===== src/rtl/timer_pkg.sv =====
// timer_pkg: shared state encoding and default counter width for the timer.
package timer_pkg;
   localparam int CNT_W_DEF = 32;
   typedef enum logic [1:0] {IDLE, RUN, DONE} state_t;
endpackage


===== src/rtl/timer_count_unit_if.sv =====
// timer_count_unit_if: control/status bundle between timer and its host.
interface timer_count_unit_if
   import timer_pkg::*;
   #(parameter int CNT_W = CNT_W_DEF);
   logic             tick;
   logic             start;
   logic             stop;
   logic             periodic;
   logic [CNT_W-1:0] reload;
   logic [CNT_W-1:0] compare;
   logic             irq_en;
   logic             irq_clr;
   logic [CNT_W-1:0] count;
   logic             running;
   logic             expire;
   logic             match;
   logic             pwm_out;
   logic             irq;
   modport master (
      output tick, start, stop, periodic, reload, compare, irq_en, irq_clr,
      input  count, running, expire, match, pwm_out, irq
   );
   modport slave (
      input  tick, start, stop, periodic, reload, compare, irq_en, irq_clr,
      output count, running, expire, match, pwm_out, irq
   );
endinterface


===== src/rtl/timer_irq_latch.sv =====
// timer_irq_latch: sticky interrupt status, set dominating clear, masked output.
module timer_irq_latch (
   input  logic clk,
   input  logic rst_n,
   input  logic set,
   input  logic clr,
   input  logic en,
   output logic irq
);
   logic status;
   always_ff @(posedge clk or negedge rst_n)
      if (!rst_n) status <= 1'b0;
      else        status <= set ? 1'b1 : (clr ? 1'b0 : status);
   assign irq = status & en;
endmodule


===== src/rtl/timer_count_unit.sv =====
// timer_count_unit: down-counting one-shot/periodic timer with compare match,
// PWM output and a sticky, maskable expiry interrupt.
module timer_count_unit
   import timer_pkg::*;
   #(parameter int CNT_W = CNT_W_DEF)
   (
   input logic clk,
   input logic rst_n,
   timer_count_unit_if.slave bus
);
   state_t           state_q, state_d;
   logic [CNT_W-1:0] count_q, count_d;
   logic             expire_q, expire_d, match_q, match_d;
   always_ff @(posedge clk or negedge rst_n)
      if (!rst_n) begin
         state_q  <= IDLE;
         count_q  <= '0;
         expire_q <= 1'b0;
         match_q  <= 1'b0;
      end else begin
         state_q  <= state_d;
         count_q  <= count_d;
         expire_q <= expire_d;
         match_q  <= match_d;
      end
   // Expiry at zero never wraps: it either reloads or parks at zero.
   always_comb begin
      state_d  = state_q;
      count_d  = count_q;
      expire_d = 1'b0;
      match_d  = 1'b0;
      if (bus.stop) state_d = IDLE;
      else if (bus.start) begin
         state_d = RUN;
         count_d = bus.reload;
      end else if (state_q == RUN && bus.tick) begin
         match_d  = count_q == bus.compare;
         expire_d = count_q == '0;
         count_d  = expire_d ? (bus.periodic ? bus.reload : count_q) : count_q - CNT_W'(1);
         state_d  = (expire_d && !bus.periodic) ? DONE : RUN;
      end
   end
   assign bus.count   = count_q;
   assign bus.expire  = expire_q;
   assign bus.match   = match_q;
   assign bus.running = state_q == RUN;
   assign bus.pwm_out = bus.running && (count_q > bus.compare);
   timer_irq_latch u_irq (
      .clk   (clk),
      .rst_n (rst_n),
      .set   (expire_q),
      .clr   (bus.irq_clr),
      .en    (bus.irq_en),
      .irq   (bus.irq)
   );
endmodule

===== src/flat_wrapper.sv =====
// flat-port wrapper written by rule: the top's interface ports become plain ports
module timer_count_unit_flat import timer_pkg::*;
#(parameter int CNT_W = CNT_W_DEF)
  (clk, rst_n, bus_tick, bus_start, bus_stop, bus_periodic, bus_reload, bus_compare, bus_irq_en, bus_irq_clr, bus_count, bus_running, bus_expire, bus_match, bus_pwm_out, bus_irq);
  timer_count_unit_if #(.CNT_W(CNT_W)) bus_i ();
  input logic clk;
  input logic rst_n;
  input wire logic [$bits(bus_i.tick)-1:0] bus_tick;
  input wire logic [$bits(bus_i.start)-1:0] bus_start;
  input wire logic [$bits(bus_i.stop)-1:0] bus_stop;
  input wire logic [$bits(bus_i.periodic)-1:0] bus_periodic;
  input wire logic [$bits(bus_i.reload)-1:0] bus_reload;
  input wire logic [$bits(bus_i.compare)-1:0] bus_compare;
  input wire logic [$bits(bus_i.irq_en)-1:0] bus_irq_en;
  input wire logic [$bits(bus_i.irq_clr)-1:0] bus_irq_clr;
  output wire logic [$bits(bus_i.count)-1:0] bus_count;
  output wire logic [$bits(bus_i.running)-1:0] bus_running;
  output wire logic [$bits(bus_i.expire)-1:0] bus_expire;
  output wire logic [$bits(bus_i.match)-1:0] bus_match;
  output wire logic [$bits(bus_i.pwm_out)-1:0] bus_pwm_out;
  output wire logic [$bits(bus_i.irq)-1:0] bus_irq;
  assign bus_i.tick = bus_tick;
  assign bus_i.start = bus_start;
  assign bus_i.stop = bus_stop;
  assign bus_i.periodic = bus_periodic;
  assign bus_i.reload = bus_reload;
  assign bus_i.compare = bus_compare;
  assign bus_i.irq_en = bus_irq_en;
  assign bus_i.irq_clr = bus_irq_clr;
  assign bus_count = bus_i.count;
  assign bus_running = bus_i.running;
  assign bus_expire = bus_i.expire;
  assign bus_match = bus_i.match;
  assign bus_pwm_out = bus_i.pwm_out;
  assign bus_irq = bus_i.irq;
  timer_count_unit #(.CNT_W(CNT_W)) u_core (.clk(clk), .rst_n(rst_n), .bus(bus_i));
endmodule

===== config.mk =====
export PLATFORM = sky130hd
export DESIGN_NAME = timer_count_unit_flat
export DESIGN_NICKNAME = d
export VERILOG_FILES = /design/src/rtl/timer_pkg.sv /design/src/rtl/timer_count_unit_if.sv /design/src/rtl/timer_irq_latch.sv /design/src/rtl/timer_count_unit.sv /design/src/flat_wrapper.sv
export SDC_FILE = /design/constraint.sdc
export NUM_CORES = 1
export LEC_CHECK = 0
export CORE_UTILIZATION = 40
export CTS_CLUSTER_DIAMETER = 40
export CTS_CLUSTER_SIZE = 28
export DETAILED_ROUTE_END_ITERATION = 12
export PLACE_DENSITY_LB_ADDON = 0.25
export SYNTH_ARGS = -nofsm -noshare
export SYNTH_HDL_FRONTEND = slang
export SYNTH_SLANG_ARGS = --single-unit

===== constraint.sdc =====
create_clock -name clk -period 6.7 [get_ports clk]
set_clock_uncertainty 0.05 [all_clocks]
set_input_delay 1.34 -clock clk [delete_from_list [all_inputs] [get_ports clk]]
set_output_delay 1.34 -clock clk [all_outputs]
set_load 0.02 [all_outputs]

Yosys cells after proc, flatten, opt, wreduce, memory -nomap -nowiden
Cells that the tools add are included.

word-level totals
  register bits after elaboration = 37
  bits in latches = 0
  bits in writable memories = 0
  memory bits (read-only) = 0
  output and inout bits = 37
  word-level logic and storage cells = 37
  memories kept = 0

cells by class
  $add $sub $neg = 1
  $mul = 0
  divide/modulo/power cells = 0
  $lt $le $gt $ge = 1
  eq/ne operators = 3
  shift operators = 0
  multiplexer cells = 16
  bitwise gates (word level) = 2
  reduce and logical (&&, ||, !) cells = 9

operators by type and width
  cell                     count
  $mux W32                 4
  $eq A32 B32 Y1           1
  $gt A32 B32 Y1           1
  $logic_not A32 Y1        1
  $sub A32 B1 Y32 const B  1
  $mux W1                  8
  $mux W2                  4
  $reduce_bool A2 Y1       2
  $logic_and A1 B1 Y1      3
  $ne A3 B3 Y1 const B     1
  $reduce_and A3 Y1        1
  $reduce_bool A3 Y1       1
  $eq A2 B1 Y1 const B     1
  $and A1 B1 Y1            1
  $logic_not A1 Y1         1
  $not A1 Y1               1

Logic depth before layout (Yosys ltp)
Gate-level depths: netlist of the first run.

  word-level depth = 6
  gate-level depth with buffers = 9

Cells and area by module
From an unflattened synthesis of the first run, not the netlist that was laid out.

unflattened totals
  cells, all modules = 398
  area, all modules = 3288.2 um^2

modules (own cells, without submodules)
  module            times used  cells each  area each (um^2)  sequential area each (um^2)
  timer_count_unit  1           394         3245.6            900.9
  timer_irq_latch   1           4           42.5              25.0

Worst setup path before layout of the first run
OpenSTA, ideal clock, no wires.

  path kind = in2out
  start = in bus_compare[31]
  end = out bus_pwm_out
  data arrival time = 3.028 ns
  slack = 2.282 ns
  cell stages on the path = 7
  cell sequence = inv_1 -> ha_1 -> nand4_1 -> nor3_1 -> nand4_1 -> or4b_2 -> o211a_1

between the ends
  cells in the longest elaborated chain, start to end = 2

ends and longest elaborated chain
  item                 line                    RTL
  from (decl)          flat_wrapper.sv:13      input wire logic [$bits(bus_i.compare)-1:0] bus_compare;
  $gt A32 B32 Y1       timer_count_unit.sv:47  assign bus.pwm_out = bus.running && (count_q > bus.compare);
  $logic_and A1 B1 Y1  timer_count_unit.sv:47
  to (decl)            flat_wrapper.sv:20      output wire logic [$bits(bus_i.pwm_out)-1:0] bus_pwm_out;

No other way between the ends.

Worst setup path in the final report of the first run
Ends and elaborated chain as after synthesis.

==> results.txt, run 1 <==
The critical path's slowest cell is or4b_2. Setup repair after global routing left no endpoint under its margin. The remaining antenna violation count came out at 0. By startpoint and endpoint, the worst setup path is classified as input port to output port. The number of antenna violations at the first check in global routing is 0. The number of hold buffers added after CTS was 0. The net switching share of the total power came out at 38.4%. The full die area is 8510 sq um. In this design, the largest share of critical-path delay is due to simple AND/OR/NAND/NOR gates. The area growth from synthesis to layout came out at 37.2%.

The total via count after detailed routing came out at 3462. The congestion estimate from routability-driven global placement came to 0.844. The row count is 32. The critical path starts at bus_compare[31]. The total net switching power is 334 uW. The vertical extent of the die came out at 92.2 um. The cell-internal power came out at 537 uW.

The total core area came out at 7810 sq um. The flip-flop and latch count after synthesis is 37. The proportion of synthesized flip-flops having asynchronous set or reset is 100%. The worst slew slack as a fraction of its limit came out at 42.2%. The leakage power is 1.98 nW. Dividing the final minimum period by the clock period gives 83.7%.

The overflow left after global routing is 0. The cell area that synthesis handed to floorplanning was 3260 sq um. Cells with a size suffix above 1 make up 6.08% of the layout. The count of flip-flops with a built-in enable after synthesis is 0. The maximum clock insertion buffer count came out at 2. Final hold analysis gives a worst-case slack of 0.425 ns.

The global router's overall resource usage is 23.2%. In this run the worst hold path is classified as flop to flop. The critical path goes through clkdlybuf4s50_1 -> inv_1 -> ha_1 -> nand4_1 -> nor3_1 -> nand4_1 -> or4b_2 -> o211a_1 -> clkdlybuf4s50_1. The top cell types in the final layout, fill and taps aside, are clkdlybuf4s50_1 (107), a21oi_1 (46), inv_1 (44), nor2_1 (38), dfrtp_1 (37). Data arrives at the worst endpoint at 4.22 ns. For this run, the leading register cell type out of synthesis is dfrtp_1. The worst register-to-register path begins at u_core.bus.count[7]. The floorplan die width is 92.2 um.

The total routed wirelength is 9570 um. The vias per cell came out at 5.66. The clock transition at the registers of the reported paths came out at 0.08 ns. The pin count of the biggest net entering global routing is 38. The proportion of power drawn by combinational gates is 42.2%.

The later pin in the worst-skew pair is clocked with a latency of 0.29 ns. Pin placement for this block handled 109 I/O pins. The global-route wire length before repair is 15700 um.

The final number of hold-violating endpoints is 0. Summed over all failing endpoints, the final setup total negative slack is 0 ns. The number of gates resized after CTS came out at 0. Max-cap violations in this run came to 0. Leaving out fill and tap cells, the most frequent cell in the layout is clkdlybuf4s50_1. For this block, the initial DRC count from the detailed router was 139. The count of input and output buffers is 108. The critical path buffer and inverter count is 3. The starting utilization of the core area came out at 41.7%. The total power is 871 uW. The clock share of power came out at 20.3%. In the synthesized netlist, the number of instances is 411.

Clock tree synthesis selected as its root buffer the cell clkbuf_8. The register area share after synthesis came out at 28.4%. The run finished with clean final reports. The number of global-route vias before repair is 3315. The type of element launching the critical path is an input port. The routed length per placed instance came out at 15.6 um.

The wire-length estimate of the detail-placed layout is 7250 um. The H-tree depth came out at 2. STA puts the critical path data required time at 5.31 ns.

The TritonCTS clock tree is yes. At the placement stage, the worst setup path has a slack of 1.12 ns. The max-slew violation count came out at 0. The final core area utilization came out at 57.2%.

Subtracting the final worst setup slack from the clock period gives 5.61 ns. For this run, the slowest stage of the critical path takes 0.74 ns. The setup violation total in the final timing report came out at 0. IR analysis of the VDD net gives a maximum drop of 76.8 uV.

The first-pass iteration count of the detailed router came out at 4. The largest fanout of any net on the critical path came out at 3. In the routed design, unresolved DRC markers number 0. The kind of end point of the critical path is an output port. The net count after synthesis came out at 517. The clock sink total is 37. The post-CTS repair timing setup buffer count is 0.

The timing-limited maximum frequency is 178 MHz. The power density over the cells is 195 nW/um^2. The number of antenna repair diodes came out at 0. The number of different library cells used by synthesis comes to 54.

For this run, the number of Yosys warnings is 0. The transition time at the pin with the least slew margin came out at 0.868 ns. The sequential group share of total power is 37.5%. The final layout net count came out at 615. The register-to-register path setup slack is 3.46 ns. After layout, the worst setup slack is 1.09 ns. The worst hold path begins at u_core.bus.expire. The average cell area after synthesis came out at 7.92 sq um. In this run, CTS created clock tree buffers numbering 5.
[state kept, by name, summed over array words and instances, names as in the netlist]
register / flops
u_core.u_irq.status: 1
u_core.bus.count: 32
u_core.bus.match: 1
u_core.state_q: 2
u_core.bus.expire: 1
[final timing paths]
check                                       endpoint  cells past startpoint
worst max-delay path                     bus_pwm_out                      9
worst min-delay path             u_core.u_irq.status                      1
worst max register to register   u_core.bus.count[1]                      7
worst min register to register   u_core.u_irq.status                      1
max in group asynchronous       u_core.bus.count[25]                      1
min in group asynchronous        u_core.u_irq.status                      1
[per-stage QoR]
stage / instances / area [sq um]
2_1_floorplan: 411 / 3260
3_3_place_gp: 604 / 4370
3_5_place_dp: 604 / 4370
4_1_cts: 612 / 4470
5_1_grt: 612 / 4470
6_report: 612 / 4470
[cell usage after synthesis (all sizes together) (7+ instances only)]
master | instances | share of area (%)
nor4 | 10 | 2.4
o21ai | 41 | 6.4
inv | 44 | 5.1
buf | 11 | 2.5
nor3 | 14 | 2.3
ha | 34 | 13
and3 | 7 | 1.3
clkbuf | 9 | 1.0
nand3 | 12 | 1.8
nand4 | 7 | 1.3
or2 | 7 | 1.3
nand2 | 21 | 2.4
a21o | 9 | 2.3
a21oi | 47 | 7.3
or4 | 7 | 1.7
dfrtp | 37 | 28
nor2 | 39 | 4.6
[logic make-up (layout without fill, tap and decap cells)]
kind of cell,count (synthesis),after routing,synth area share [%]
and+or+nand+nor,147,147,24.5
AOI/OAI and AO/OA,129,129,25.3
buffers and inverters,64,163,8.64
DFF,37,37,28.4
adders and majority gates,34,34,13.1
[area by class of cell]
type | instances | area, sq um
clock buffer | 7 | 96.3
clock inverter | 1 | 5.00
fill | 727 | 3340
inverter | 44 | 165
multi-input combinational | 310 | 2050
sequential | 37 | 926
tap | 102 | 128
timing repair buffer | 111 | 1100
[power by group through the flow]
stage | combinational (mW) | clock (mW) | sequential (mW)
final | 0.367 | 0.177 | 0.327
after global routing | 0.404 | 0.188 | 0.336
after CTS | 0.371 | 0.179 | 0.327
after detailed placement | 0.368 | 0 | 0.331
after global placement | 0.359 | 0 | 0.330
after floorplan | 0.166 | 0 | 0.353
[worst reg2reg max path, stage by stage, from the launching register on]
cell and delay [ns]:
dfrtp_1 0.47, or4_4 0.57, or3_1 0.51, o41ai_4 0.78
buf_4 0.39, nor2_1 0.08, a211oi_1 0.21, a21oi_1 0.07
[layer usage]
layer	vias to the layer above	global-route usage (%)	wire length, um
met5	-	0	0
met4	0	5.86	149
met3	14	3.65	595
met2	134	40.7	4730
met1	1618	29.6	4090
li1	1696	-	-
Note: power is estimated with default switching activity, not from simulation.
==> run 2, diff against run 1 <==
==> constraint.sdc (replaced) <==
create_clock -name clk -period 4.8 [get_ports clk]
set_clock_uncertainty 0.05 [all_clocks]
set_input_delay 0.96 -clock clk [delete_from_list [all_inputs] [get_ports clk]]
set_output_delay 0.96 -clock clk [all_outputs]
set_load 0.02 [all_outputs]
==> results.txt, run 2 (synthesis gave the netlist of run 1 again) <==
The TritonCTS clock tree is yes (unchanged). The number of antenna violations at the first check in global routing came out at 0 (unchanged). The cell-internal power came out at 738 uW (was 537 uW). The final layout net count came out at 618 (was 615). The overflow left after global routing came out at 0 (unchanged). The final core area utilization was 57.5% (was 57.2%). The final critical path takes up 91.4% of the cycle. The starting utilization of the core area came out at 41.7% (unchanged).

The data required time at the worst endpoint is 3.79 ns (was 5.31 ns). The total via count after detailed routing is 3461 (was 3462). The last weighted congestion value of the routability-driven placer is 0.871 (was 0.844). The total core area was 7810 sq um (unchanged). The endpoint of the most critical setup path is bus_pwm_out (unchanged).

The worst flop-to-flop path startpoint is u_core.bus.count[7] (unchanged). The H-tree depth came out at 2 (unchanged). The CTS root buffer is clkbuf_8 (unchanged).

The flip-flop count of the largest register, all copies and words added came to 32 (unchanged). The routed length per placed instance is 15.9 um (was 15.6 um). The remaining antenna violation count came out at 0 (unchanged). After layout, the minimum clock period comes to 4.39 ns.

The max-slew violation count came out at 0 (unchanged). The leakage power is 2.00 nW (was 1.98 nW). The final sum of negative setup slack came out at 0 ns (unchanged). The number of global-route vias before repair is 3307 (was 3315). The net switching share of the total power came out at 39.1% (was 38.4%). The type of element launching the critical path is an input port (unchanged).

The number of antenna repair diodes came out at 0 (unchanged). The timing-limited maximum frequency came out at 228 MHz. The kind of end point of the critical path is an output port (unchanged). The path class of the lowest-slack min-delay path is flop to flop (unchanged). The total net switching power is 473 uW (was 334 uW). The clock latency on the worst-skew pair is 0.29 ns (about the same). The hold-critical path depth came out at 1 (unchanged).

The residual DRC count is 0 (unchanged). The row count came to 32 (unchanged). The register-to-register path setup slack came out at 1.61 ns (was 3.46 ns). The pin count of the biggest net entering global routing was 38 (unchanged). The type of the worst setup path is input port to output port (unchanged). The full die area came out at 8510 sq um (unchanged). The largest voltage drop on the vdd net came out at 120 uV (was 76.8 uV).

The global router's overall resource usage came out at 23.4% (was 23.2%). The first-pass iteration count of the detailed router is 4 (unchanged). The power density over the cells is 270 nW/um^2 (was 195 nW/um^2). The worst setup path startpoint is bus_compare[31] (unchanged). The proportion of power drawn by combinational gates is 43.1% (was 42.2%). The number of standard cells in the layout, taps in and fillers out came to 614 (was 612).

The area growth from synthesis to layout came out at 37.8% (was 37.2%). The largest fanout of any net on the critical path is 3 (unchanged). The total routed wirelength came out at 9730 um (was 9570 um). The fraction of layout instances using a drive strength above 1 came to 6.64% (was 6.08%). The endpoint of the lowest-slack register-to-register path is u_core.bus.count[16] (was u_core.bus.count[1]). The post-detailed-placement half-perimeter wirelength came out at 7320 um (was 7250 um). The final number of hold-violating endpoints came to 0 (unchanged). The vertical extent of the die came out at 92.2 um (unchanged).

The clock sink total came out at 37 (unchanged). Unrepaired setup endpoints after global routing: no (unchanged). The placement-stage worst setup slack is 0.0256 ns (was 1.12 ns). The transition time at the pin with the least slew margin came to 0.879 ns (was 0.868 ns). The number of violations reported at the end of detailed-routing iteration 0 came out at 136 (was 139).

The clock share of power is 19.0% (was 20.3%). The number of buffers inserted for hold repair after clock tree synthesis is 0 (unchanged). Result of the run: finished, final reports clean (unchanged). Most used cells in the layout excluding fill and tap cells: clkdlybuf4s50_1 (106), a21oi_1 (46), inv_1 (44), nor2_1 (38), dfrtp_1 (37) (was clkdlybuf4s50_1 (107), a21oi_1 (46), inv_1 (44), nor2_1 (38), dfrtp_1 (37)). The most common cell after layout, fill and taps aside is clkdlybuf4s50_1 (unchanged). The data arrival time of the worst path is 3.38 ns (was 4.22 ns). The count of input and output buffers is 108 (unchanged). The sequential group share of total power was 38.0% (was 37.5%). The number of placed instances, taps included is 607 (was 604).

The clock transition at the registers of the reported paths was 0.08 ns (about the same). The total of max-cap violations came to 0 (unchanged). The number of cells on the worst reg-to-reg path is 7 (unchanged). The maximum clock insertion buffer count is 2 (unchanged). The global-route wire length before repair was 15800 um (was 15700 um). The total power came out at 1.21 mW (was 871 uW). The setup violation total in the final timing report is 0 (unchanged). The worst slew slack as a fraction of its limit came out at 41.4% (was 42.2%).

The smallest setup slack after layout came out at 0.414 ns (was 1.09 ns). The total clock buffers created by CTS was 5 (unchanged). The floorplan die width was 92.2 um (unchanged).

The vias per cell came out at 5.64 (was 5.66). The number of top-level pins came to 109 (unchanged).
[run 2: changes by cell type in the layout (fill, tap and decap cells not counted), sizes merged]
cell           before  now
buf                 4    7
clkdlybuf4s50     107  106
clkinv              1    0
dlymetal6s2s        0    1
[run 2: worst min path at each step]
| stage | startpoint | endpoint | slack (ns) |
|---|---|---|---|
| 6_report | u_core.bus.expire | u_core.u_irq.status | 0.42 |
| 3_3_place_gp | u_core.bus.expire | u_core.u_irq.status | 0.40 |
| 2_1_floorplan | u_core.u_irq.status | u_core.u_irq.status | 0.40 |
| 4_1_cts | u_core.bus.expire | u_core.u_irq.status | 0.43 |
| 5_1_grt | u_core.bus.expire | u_core.u_irq.status | 0.45 |
| 3_5_place_dp | u_core.bus.expire | u_core.u_irq.status | 0.41 |
[run 2: worst max-delay path: stages]
cell             delay, ns
clkdlybuf4s50_1       0.46
inv_1                 0.04
ha_1                  0.29
nand4_1               0.13
nor3_2                0.28
nand4_1               0.14
or4b_2                0.72
o211a_1               0.14
dlymetal6s2s_1        0.21
[run 2: area by class of cell]
cell class              count  area (sq um)
flip-flops and latches     37           926
fillers                   732          3320
clock buffers               7          86.3
repair buffers            114          1120
well taps                 102           128
inverters                  44           165
multi-input cells         310          2060
[run 2: power by group through the flow]
stage | combinational (mW) | clock (mW) | sequential, mW
after floorplan | 0.232 | 0 | 0.493
after global placement | 0.505 | 0 | 0.461
after detailed placement | 0.517 | 0 | 0.463
after CTS | 0.520 | 0.230 | 0.457
after global routing | 0.573 | 0.241 | 0.473
final | 0.522 | 0.230 | 0.459
[run 2: timing repair]
item                                    in CTS  in global routing
setup buffers                                0                  0
gates resized for setup                      0                  3
endpoints found under the setup margin       0                  1
[run 2: metrics by stage]
step,instance area [sq um],hold WS (ns)
5_1_grt,4490,0.450
3_5_place_dp,4390,0.411
2_1_floorplan,3260,0.396
4_1_cts,4480,0.428
6_report,4490,0.420
3_3_place_gp,4390,0.399
[run 2: layer usage]
metal / routed length [um] / vias to the layer above / global-route usage [%] / part of all wire (%)
met4: 191 / 0 / 7.29 / 2.0
met1: 4360 / 1626 / 30.9 / 45
met2: 4650 / 118 / 39.1 / 48
met3: 524 / 18 / 3.73 / 5.4
met5: 0 / - / 0 / 0
li1: - / 1699 / - / -
==> run 3, diff against run 2 <==
--- a/config.mk
+++ b/config.mk
@@ -6,6 +6,7 @@
 export NUM_CORES = 1
 export LEC_CHECK = 0
 export CORE_UTILIZATION = 40
+export CTS_BUF_LIST = sky130_fd_sc_hd__clkbuf_8
 export CTS_CLUSTER_DIAMETER = 40
 export CTS_CLUSTER_SIZE = 28
 export DETAILED_ROUTE_END_ITERATION = 12
==> results.txt, run 3 (synthesis gave the netlist of run 1 again) <==
The largest delay contributor family on the critical path is simple AND/OR/NAND/NOR gates (unchanged). The TritonCTS clock tree is yes (unchanged). The worst slack on hold paths came to 0.420 ns (about the same).

The count of input and output buffers came to 108 (unchanged). The leakage power is 2.01 nW (was 2.00 nW). The row count is 32 (unchanged).

The full die area is 8510 sq um (unchanged). The clock transition at the registers of the reported paths is 0.08 ns (about the same). The number of standard cells in the layout, taps in and fillers out was 614 (unchanged). The timing-limited maximum frequency came out at 228 MHz (about the same).

The total clock buffers created by CTS is 5 (unchanged). The final layout net count is 618 (unchanged). The number of violations reported at the end of detailed-routing iteration 0 was 136 (unchanged). The placement-stage worst setup slack is 0.0256 ns (unchanged).

The number of antenna violations at the first check in global routing is 0 (unchanged). The data arrival time of the worst path is 3.38 ns (about the same). The maximum clock insertion buffer count is 2 (unchanged).

The starting utilization of the core area came out at 41.7% (unchanged). The global-route wire length before repair is 15800 um (unchanged). The number of gates resized after CTS is 0 (unchanged). The vias per cell came out at 5.66 (was 5.64). The number of top-level pins came to 109 (unchanged). Result of the run: finished, final reports clean (unchanged). The total via count after detailed routing came out at 3478 (was 3461). The type of element launching the critical path is an input port (unchanged).

The fraction of layout instances using a drive strength above 1 is 6.64% (unchanged). The number of buffers inserted for hold repair after clock tree synthesis came to 0 (unchanged). The final number of hold-violating endpoints came out at 0 (unchanged). The remaining antenna violation count came out at 0 (unchanged). The total core area came to 7810 sq um (unchanged).

Unrepaired setup endpoints after global routing: no (unchanged). The critical path's slowest cell is or4b_2 (unchanged). The first-pass iteration count of the detailed router is 4 (unchanged).

The critical path buffer and inverter count came out at 3 (unchanged). The CTS root buffer is clkbuf_8 (unchanged). The floorplan die width was 92.2 um (unchanged). The clock sink total came out at 37 (unchanged). The global router's overall resource usage was 23.4% (unchanged).

The flip-flop count of the largest register, all copies and words added is 32 (unchanged). The most common cell after layout, fill and taps aside is clkdlybuf4s50_1 (unchanged). The total of max-cap violations came to 0 (unchanged). The final sum of negative setup slack came to 0 ns (unchanged).

The overflow left after global routing came to 0 (unchanged). The residual DRC count came to 0 (unchanged). The power density over the cells came out at 269 nW/um^2 (was 270 nW/um^2). The type of the worst setup path was input port to output port (unchanged). The number of placed instances, taps included came out at 607 (unchanged).

The post-CTS repair timing setup buffer count is 0 (unchanged). The time the final worst path needs with I/O delays and setup came out at 4.39 ns (about the same). The largest stage delay on the critical path came to 0.72 ns (about the same). The vertical extent of the die is 92.2 um (unchanged). The smallest setup slack after layout came out at 0.414 ns (about the same). The H-tree depth is 2 (unchanged). The pin count of the biggest net entering global routing is 38 (unchanged). The kind of end point of the critical path was an output port (unchanged).

The data required time at the worst endpoint came out at 3.79 ns (about the same). The cell seen most often among critical-path stages was nand4_1 (unchanged). The area growth from synthesis to layout is 37.8% (unchanged). The number of antenna repair diodes is 0 (unchanged). The final core area utilization came out at 57.5% (unchanged). The path class of the lowest-slack min-delay path is flop to flop (unchanged). The largest fanout of any net on the critical path is 3 (unchanged).

The number of global-route vias before repair is 3307 (unchanged). The worst slew slack as a fraction of its limit is 41.3% (was 41.4%). The total power is 1.21 mW (about the same). The transition time at the pin with the least slew margin is 0.881 ns (was 0.879 ns). The clock latency on the worst-skew pair is 0.29 ns (about the same). The total routed wirelength came out at 9780 um (was 9730 um). The post-detailed-placement half-perimeter wirelength is 7320 um (unchanged). The total placed instance area was 4390 sq um (unchanged).

The last weighted congestion value of the routability-driven placer was 0.871 (unchanged). The max-slew violation count is 0 (unchanged). The largest voltage drop on the vdd net came out at 121 uV (was 120 uV). The final critical-path share of the clock period is 91.4% (about the same). The area of all placed cells without fillers came out at 4490 sq um (unchanged). The setup violation total in the final timing report came out at 0 (unchanged). The routed length per placed instance is 15.9 um (about the same). Cells traversed along the worst timing path: clkdlybuf4s50_1 -> inv_1 -> ha_1 -> nand4_1 -> nor3_2 -> nand4_1 -> or4b_2 -> o211a_1 -> dlymetal6s2s_1 (unchanged). Most used cells in the layout excluding fill and tap cells: clkdlybuf4s50_1 (106), a21oi_1 (46), inv_1 (45), nor2_1 (38), dfrtp_1 (37) (was clkdlybuf4s50_1 (106), a21oi_1 (46), inv_1 (44), nor2_1 (38), dfrtp_1 (37)).
## run 3: cell count changes in the layout (fill, tap and decap cells not counted), sizes merged
cell | before | now
clkbuf | 7 | 6
inv | 44 | 45
## run 3: final cells by class
class,instances,area (sq um)
inverter,44,165
clock buffer,6,82.6
tap,102,128
sequential,37,926
multi-input combinational,310,2060
fill,732,3320
timing repair buffer,114,1120
clock inverter,1,3.75
## run 3: worst paths after layout
kind                                           from              endpoint  depth (start not counted)  slack (ns)
min in group asynchronous                     rst_n   u_core.u_irq.status                          1        0.74
worst min-delay path              u_core.bus.expire   u_core.u_irq.status                          1        0.42
max in group asynchronous                     rst_n   u_core.bus.count[8]                          1        3.41
worst min register to register    u_core.bus.expire   u_core.u_irq.status                          1        0.42
worst max register to register  u_core.bus.count[7]  u_core.bus.count[16]                          7        1.61
worst max-delay path                bus_compare[31]           bus_pwm_out                          9        0.41
## run 3: per-layer routing
layer  global-route usage (%)  part of all wire, %
met3                     3.73                  5.0
met2                     39.1                   48
met1                     30.9                   45
met5                        0                    0
met4                     7.29                  1.9
## run 3: where the power goes
group	leakage, nW	switching (mW)	internal (mW)
clock network	0.0485	0.116	0.112
registers	0.443	0.0989	0.361
logic	1.52	0.259	0.263
total	2.01	0.474	0.735
